[config.mk]
export PLATFORM = sky130hd
export DESIGN_NAME = mult_fu_ctrl
export DESIGN_NICKNAME = d
export VERILOG_FILES = /design/src/rtl/mult_fu_ctrl_pkg.sv /design/src/rtl/mult_fu_ctrl_result_fifo.sv /design/src/rtl/mult_fu_ctrl.sv
export SDC_FILE = /design/constraint.sdc
export NUM_CORES = 1
export LEC_CHECK = 0
export BUFFER_PORTS_ARGS = -buffer_cell sky130_fd_sc_hd__buf_2
export CAP_MARGIN = 20
export CORE_MARGIN = 3
export CORE_UTILIZATION = 45
export DETAILED_ROUTE_END_ITERATION = 6
export PLACE_DENSITY = 0.79
export SLEW_MARGIN = 20
export SYNTH_ARGS = -nofsm -noshare
export SYNTH_HDL_FRONTEND = slang
export SYNTH_SLANG_ARGS = --single-unit
[constraint.sdc]
create_clock -name i_clock -period 2.2 [get_ports i_clock]
set_input_delay 0.22 -clock i_clock [delete_from_list [all_inputs] [get_ports i_clock]]
set_output_delay 0.22 -clock i_clock [all_outputs]
set_load 0.1 [all_outputs]
[src/rtl/mult_fu_ctrl_pkg.sv]
// Shared definitions for the multiply functional-unit controller: datapath
// widths, multiply function codes and the result packet layout.
package mult_fu_ctrl_pkg;

  localparam int XLEN            = 32;
  localparam int DEF_MULT_STAGES = 4;
  localparam int DEF_TAG_W       = 6;
  localparam int ALU_FUNC_W      = 2;

  typedef enum logic [ALU_FUNC_W-1:0] {
    ALU_MUL    = 2'd0,
    ALU_MULH   = 2'd1,
    ALU_MULHSU = 2'd2,
    ALU_MULHU  = 2'd3
  } alu_func_e;

  typedef struct packed {
    logic [DEF_TAG_W-1:0] tag;
    logic [XLEN-1:0]      value;
  } mult_result_packet_t;

  // Widen an operand to the multiplier's 2*XLEN input, sign- or zero-filled.
  function automatic logic [2*XLEN-1:0] extend_operand(input logic [XLEN-1:0] v,
                                                       input logic            is_signed);
    return is_signed ? {{XLEN{v[XLEN-1]}}, v} : {{XLEN{1'b0}}, v};
  endfunction

endpackage

[src/rtl/mult_fu_ctrl_result_fifo.sv]
// Circular result buffer for completed multiplies; head is zero while empty.
// A pop and a push in the same cycle retire the head and append the new entry.
module mult_result_fifo #(
  parameter int DEPTH  = 4,
  parameter int DATA_W = 38,
  localparam int CNT_W = $clog2(DEPTH + 1),
  localparam int PTR_W = (DEPTH > 1) ? $clog2(DEPTH) : 1
) (
  input  logic              i_clk,
  input  logic              i_rst_n,
  input  logic              i_clear,
  input  logic              i_push,
  input  logic [DATA_W-1:0] i_data,
  input  logic              i_pop,
  output logic [DATA_W-1:0] o_head,
  output logic [CNT_W-1:0]  o_count,
  output logic              o_empty,
  output logic              o_full
);

  logic [DATA_W-1:0] r_mem [DEPTH];
  logic [PTR_W-1:0]  r_rd;
  logic [PTR_W-1:0]  r_wr;
  logic [CNT_W-1:0]  r_count;
  logic              w_do_pop;
  logic              w_do_push;

  function automatic logic [PTR_W-1:0] ptr_inc(input logic [PTR_W-1:0] p);
    return (p == PTR_W'(DEPTH - 1)) ? '0 : p + PTR_W'(1);
  endfunction

  assign o_empty   = (r_count == '0);
  assign o_full    = (r_count == CNT_W'(DEPTH));
  assign o_count   = r_count;
  assign o_head    = o_empty ? '0 : r_mem[r_rd];
  assign w_do_pop  = i_pop & ~o_empty;
  assign w_do_push = i_push & (~o_full | w_do_pop);

  always_ff @(posedge i_clk or negedge i_rst_n) begin
    if (!i_rst_n) begin
      r_rd    <= '0;
      r_wr    <= '0;
      r_count <= '0;
    end else if (i_clear) begin
      r_rd    <= '0;
      r_wr    <= '0;
      r_count <= '0;
    end else begin
      if (w_do_push) r_wr <= ptr_inc(r_wr);
      if (w_do_pop)  r_rd <= ptr_inc(r_rd);
      case ({w_do_push, w_do_pop})
        2'b10:   r_count <= r_count + CNT_W'(1);
        2'b01:   r_count <= r_count - CNT_W'(1);
        default: r_count <= r_count;
      endcase
    end
  end

  // Storage needs no reset: the head is masked while the buffer is empty.
  always_ff @(posedge i_clk) begin
    if (w_do_push) r_mem[r_wr] <= i_data;
  end

`ifndef SYNTHESIS
  a_no_overflow: assert property (@(posedge i_clk) disable iff (!i_rst_n)
    !(i_push && o_full && !i_pop));
`endif

endmodule

[src/rtl/mult_fu_ctrl.sv]
// Issue/retire controller around the pipelined multiplier: sign decode, tag
// pipe, credit-limited issue and a result FIFO feeding the CDB.
// Optional: define MULT_FU_BYPASS_EN to broadcast a completing result directly
// when the FIFO is empty.
module mult_fu_ctrl
  import mult_fu_ctrl_pkg::*;
#(
  parameter int MULT_STAGES  = DEF_MULT_STAGES,
  parameter int RESULT_DEPTH = 4,
  parameter int TAG_W        = DEF_TAG_W
) (
  input  logic                  i_clock,
  input  logic                  i_reset,
  input  logic                  i_flush,
  input  logic                  i_issue_valid,
  output logic                  o_issue_ready,
  input  logic [XLEN-1:0]       i_issue_rs1,
  input  logic [XLEN-1:0]       i_issue_rs2,
  input  logic [ALU_FUNC_W-1:0] i_issue_func,
  input  logic [TAG_W-1:0]      i_issue_tag,
  output logic [2*XLEN-1:0]     o_mult_mcand,
  output logic [2*XLEN-1:0]     o_mult_mplier,
  output logic                  o_mult_signed1,
  output logic                  o_mult_signed2,
  output logic                  o_mult_start,
  output logic [ALU_FUNC_W-1:0] o_mult_func,
  input  logic [XLEN-1:0]       i_mult_product,
  input  logic                  i_mult_done,
  output logic                  o_cdb_req,
  output logic [TAG_W-1:0]      o_cdb_tag,
  output logic [XLEN-1:0]       o_cdb_value,
  input  logic                  i_cdb_grant
);

  // The issue cycle itself is the first multiplier stage, so only the
  // remaining stages need a registered tag slot.
  localparam int PIPE_N = MULT_STAGES - 1;
  localparam int CNT_W  = $clog2(RESULT_DEPTH + 1);
  localparam int OCC_W  = $clog2(RESULT_DEPTH + MULT_STAGES);
  localparam int PKT_W  = TAG_W + XLEN;

  logic [PIPE_N-1:0]     r_vld;
  logic [TAG_W-1:0]      r_tag  [PIPE_N];
  logic [ALU_FUNC_W-1:0] r_func [PIPE_N];

  logic                  w_fire;
  logic                  w_signed1;
  logic                  w_signed2;
  logic [OCC_W-1:0]      w_inflight;
  logic [OCC_W-1:0]      w_occupancy;
  logic                  w_tail_vld;
  logic [TAG_W-1:0]      w_tail_tag;
  logic [PKT_W-1:0]      w_result;
  logic                  w_push;
  logic [PKT_W-1:0]      w_fifo_head;
  logic [CNT_W-1:0]      w_fifo_count;
  logic                  w_fifo_empty;
  logic                  w_fifo_full;

  always_comb begin
    w_signed1 = 1'b1;
    w_signed2 = 1'b1;
    case (alu_func_e'(i_issue_func))
      ALU_MUL:    begin w_signed1 = 1'b1; w_signed2 = 1'b1; end
      ALU_MULH:   begin w_signed1 = 1'b1; w_signed2 = 1'b1; end
      ALU_MULHSU: begin w_signed1 = 1'b1; w_signed2 = 1'b0; end
      ALU_MULHU:  begin w_signed1 = 1'b0; w_signed2 = 1'b0; end
      default:    begin w_signed1 = 1'b1; w_signed2 = 1'b1; end
    endcase
  end

  // Credits come from registered state only, so a grant frees its slot a cycle later.
  always_comb begin
    w_inflight = '0;
    for (int k = 0; k < PIPE_N; k++) begin
      w_inflight = w_inflight + OCC_W'(r_vld[k]);
    end
  end

  assign w_occupancy    = w_inflight + OCC_W'(w_fifo_count);
  assign o_issue_ready  = (w_occupancy < OCC_W'(RESULT_DEPTH)) & ~i_flush;
  assign w_fire         = i_issue_valid & o_issue_ready;
  assign o_mult_start   = w_fire;
  assign o_mult_signed1 = w_signed1;
  assign o_mult_signed2 = w_signed2;
  assign o_mult_mcand   = extend_operand(i_issue_rs1, w_signed1);
  assign o_mult_mplier  = extend_operand(i_issue_rs2, w_signed2);

  always_ff @(posedge i_clock or negedge i_reset) begin
    if (!i_reset) begin
      r_vld <= '0;
      for (int k = 0; k < PIPE_N; k++) begin
        r_tag[k]  <= '0;
        r_func[k] <= ALU_MUL;
      end
    end else begin
      r_vld[0]  <= w_fire & ~i_flush;
      r_tag[0]  <= i_issue_tag;
      r_func[0] <= i_issue_func;
      for (int k = 1; k < PIPE_N; k++) begin
        r_vld[k]  <= r_vld[k-1] & ~i_flush;
        r_tag[k]  <= r_tag[k-1];
        r_func[k] <= r_func[k-1];
      end
    end
  end

  assign w_tail_vld  = r_vld[PIPE_N-1];
  assign w_tail_tag  = r_tag[PIPE_N-1];
  assign o_mult_func = r_func[PIPE_N-1];
  assign w_result    = {w_tail_tag, i_mult_product};

`ifdef MULT_FU_BYPASS_EN
  logic w_bypass;
  assign w_bypass    = w_fifo_empty & w_tail_vld & ~i_flush;
  assign w_push      = w_tail_vld & ~i_flush & ~(w_bypass & i_cdb_grant);
  assign o_cdb_req   = ~w_fifo_empty | w_bypass;
  assign o_cdb_tag   = w_bypass ? w_tail_tag     : w_fifo_head[PKT_W-1:XLEN];
  assign o_cdb_value = w_bypass ? i_mult_product : w_fifo_head[XLEN-1:0];
`else
  assign w_push      = w_tail_vld & ~i_flush;
  assign o_cdb_req   = ~w_fifo_empty;
  assign o_cdb_tag   = w_fifo_head[PKT_W-1:XLEN];
  assign o_cdb_value = w_fifo_head[XLEN-1:0];
`endif

  mult_result_fifo #(
    .DEPTH  (RESULT_DEPTH),
    .DATA_W (PKT_W)
  ) u_result_fifo (
    .i_clk   (i_clock),
    .i_rst_n (i_reset),
    .i_clear (i_flush),
    .i_push  (w_push),
    .i_data  (w_result),
    .i_pop   (i_cdb_grant),
    .o_head  (w_fifo_head),
    .o_count (w_fifo_count),
    .o_empty (w_fifo_empty),
    .o_full  (w_fifo_full)
  );

`ifndef SYNTHESIS
  // Done pulses for squashed ops arrive with an invalid tail and are ignored.
  a_done_tracks_tail: assert property (@(posedge i_clock) disable iff (!i_reset)
    w_tail_vld |-> i_mult_done);
  a_no_credit_overrun: assert property (@(posedge i_clock) disable iff (!i_reset)
    !(w_push && w_fifo_full && !i_cdb_grant));
`endif

endmodule

==> run metrics <==
CP arrival=2.49 ns; Final HPWL DP=between 10 and 15 mm; final worst-path cycle share=123.1%; DR WL/cell=between 20 and 25 µm; Worst Tran Pin Value=0.7210 ns; io pins=approximately 280; GPL Wtd Cong=between 0.7 and 0.8; CP max FO=2; unrepaired setup endpoints after global routing=true; fillcell total=1276; Hold WC Path Type=primary input to register; most frequent cells in the layout=edfxtp_1, buf_2, buf_12, mux4_2, dlygate4sd3_1; H-tree level count=4; Die ar.=19340 µm²; failing checks=negative setup slack; Non-Filler Instances=a little under 800; Static Leak=around 3.8 nW; run status=finished with violations; CP required=just under 2 ns; endpoint class of the critical path=primary output; die extent in y=roughly 140 µm; Iter 0 DRT Violations=between 200 and 250; Pins Over Slew Limit=0; YS warnings=0; vias in the first global route=4179; pwr/cell area=roughly 1500 nW/µm²; Antenna Nets Post-Route=0; CTS buffer count=17; Startpoint Class=register; register area=roughly 5400 µm²; Mapped Area=about 8000 µm²; number of distinct library cells after synthesis=29; cell count after synthesis=between 400 and 500; Inserted Diodes=0; Syn Area/Cell=16.96 µm²; Min Clock Period, post-route=between 2 and 3 ns; Max clock buf depth=2; nets@finish=around 670; Yosys reg bits=around 190; initial antenna violation count=0; WL final=~18 mm; Fmax=369.4 MHz; via count=around 4000; Multi-input gate area=between 1500 and 2000 µm²; Pre-Repair DR Iteration Count=4; CTS clock-pin slew for the worst setup and hold paths=about 0.07 ns; Layout Utilization=between 50% and 60%; Clock Latency Late Sink=roughly 0.42 ns; Setup CP Type=register to primary output; Final Hold Viols=0; Slew headroom=around half; clock skew=0.008407 ns; first-pass GRT wire length=about 27 mm; clk sink count=roughly 190; GRT overflow=0; global-route usage over all layers=18.76%; Die Width=139.1 µm; TritonCTS clock tree=done; Area Growth Syn to Fin=26.84%; commonest non-fill, non-tap cell in the layout=edfxtp_1; Placed Instances=722; DP Worst Slack=-0.06517 ns; vias per std cell=5.028; Port-buffer cells=roughly 160; # Max-Cap Violations=0; CTS Root Cell=clkbuf_16; CORE AREA=around 17000 µm²; DRC viols=0; initial core utilization=between 40% and 50%; synthesized net count=between 500 and 600; endpoints failing setup=4; Peak VDD IR=about 0.0012 V; Setup WS post-layout=-0.5074 ns; ratio of cells with drive above 1 in the final layout=between 50% and 60%; cell row count=48; largest net degree at the start of global routing=44; Seq/Total Area, Yosys=between 60% and 70%
-- sequential cells by signal, indices dropped and copies added (netlist names) --
signal                 cells
u_result_fifo.r_mem      152
r_tag                     12
w_tail_tag                 6
r_func                     4
r_vld                      3
u_result_fifo.o_count      3
o_mult_func                2
u_result_fifo.r_rd         2
u_result_fifo.r_wr         2
-- cell usage after synthesis, drive strengths merged --
cell / count / share of area, %
edfxtp: 152 / 57
buf: 134 / 13
and2: 46 / 3.6
mux4: 38 / 11
dfrtp: 34 / 11
clkbuf: 9 / 0.42
inv: 9 / 0.42
nand2: 7 / 0.33
a21oi: 6 / 0.38
ha: 6 / 0.94
nor2: 4 / 0.19
or3: 4 / 0.31
o21ai: 3 / 0.19
fa: 2 / 0.50
nand3: 2 / 0.13
nor2b: 2 / 0.16
nor4b: 2 / 0.22
o31ai: 2 / 0.19
a21o: 1 / 0.094
a31oi: 1 / 0.079
and3b: 1 / 0.11
nand2b: 1 / 0.079
o211ai: 1 / 0.094
o21bai: 1 / 0.094
o311a: 1 / 0.13
or3b: 1 / 0.11
-- stage by stage --
stage                     area [µm²]  power, W  hold WS, ns  setup TNS (ns)
final                          10110   0.01487      0.02498         -0.9691
after global routing           10110   0.01533     0.007309          -3.260
after CTS                      10020   0.01499    0.0004606          -1.573
after detailed placement        8833   0.01120       0.3157        -0.09468
after global placement          8833   0.01113       0.3082               0
after floorplan                 8023  0.009464     -0.07559          -1.001
-- layout make-up --
type | count | area share, %
clock buffers | 24 | 5.730
repair buffers | 208 | 20.83
flip-flops and latches | 186 | 53.60
multi-input cells | 133 | 15.98
well taps | 225 | 2.785
inverters | 9 | 0.3342
clock inverters | 8 | 0.7426
-- kinds of logic (layout without fill, tap and decap cells) --
family          after synthesis  after routing  share of synthesized area (%)
mux                          38             38                          10.74
buf+inv                     152            249                          13.36
fa+ha+maj                     8              8                          1.444
compound gates               16             16                          1.240
flops                       186            186                          67.94
simple gates                 70             71                          5.275
-- worst max-delay path: stages (launching register included) --
cell	delay [ns]
dfrtp_1	0.35
inv_2	0.05
fa_2	0.38
inv_2	0.08
ha_4	0.20
and3b_1	0.18
or3_4	0.34
a21oi_4	0.15
and2_4	0.17
buf_12	0.16
-- what timing repair did --
item,in CTS,in global routing
pin swaps,0,0
setup buffers,3,1
setup endpoints to repair,40,72
gates cloned,2,1
endpoints found under the hold margin,130,0
gates resized for setup,46,31
hold buffers,32,0
-- worst paths after layout --
kind | start | endpoint | slack (ns) | cells after the start
setup / recovery | r_vld[0] | o_mult_start | -0.51 | 9
hold / removal | i_mult_product[26] | u_result_fifo.r_mem[3][26] | 0.02 | 1
setup reg to reg | u_result_fifo.o_count[0] | u_result_fifo.o_count[2] | 0.11 | 7
hold reg to reg | r_tag[8] | w_tail_tag[2] | 0.35 | 0
max in group asynchronous | i_reset | u_result_fifo.r_rd[1] | 1.31 | 2
min in group asynchronous | i_reset | r_tag[7] | 0.38 | 2
-- layer usage --
| metal | GRT usage (%) | wire, µm | share of wire, % |
|---|---|---|---|
| met3 | 8.000 | 1397 | 7.8 |
| met1 | 19.54 | 5998 | 33 |
| met2 | 32.75 | 9801 | 54 |
| met5 | 0 | 0 | 0 |
| met4 | 8.805 | 808 | 4.5 |
-- power breakdown --
part | total (W) | internal [W] | switching [W]
logic | 0.00770 | 0.00283 | 0.00488
registers | 0.00395 | 0.00388 | 0.0000669
clock network | 0.00322 | 0.00189 | 0.00133
Power figures use the tool's default switching activity.
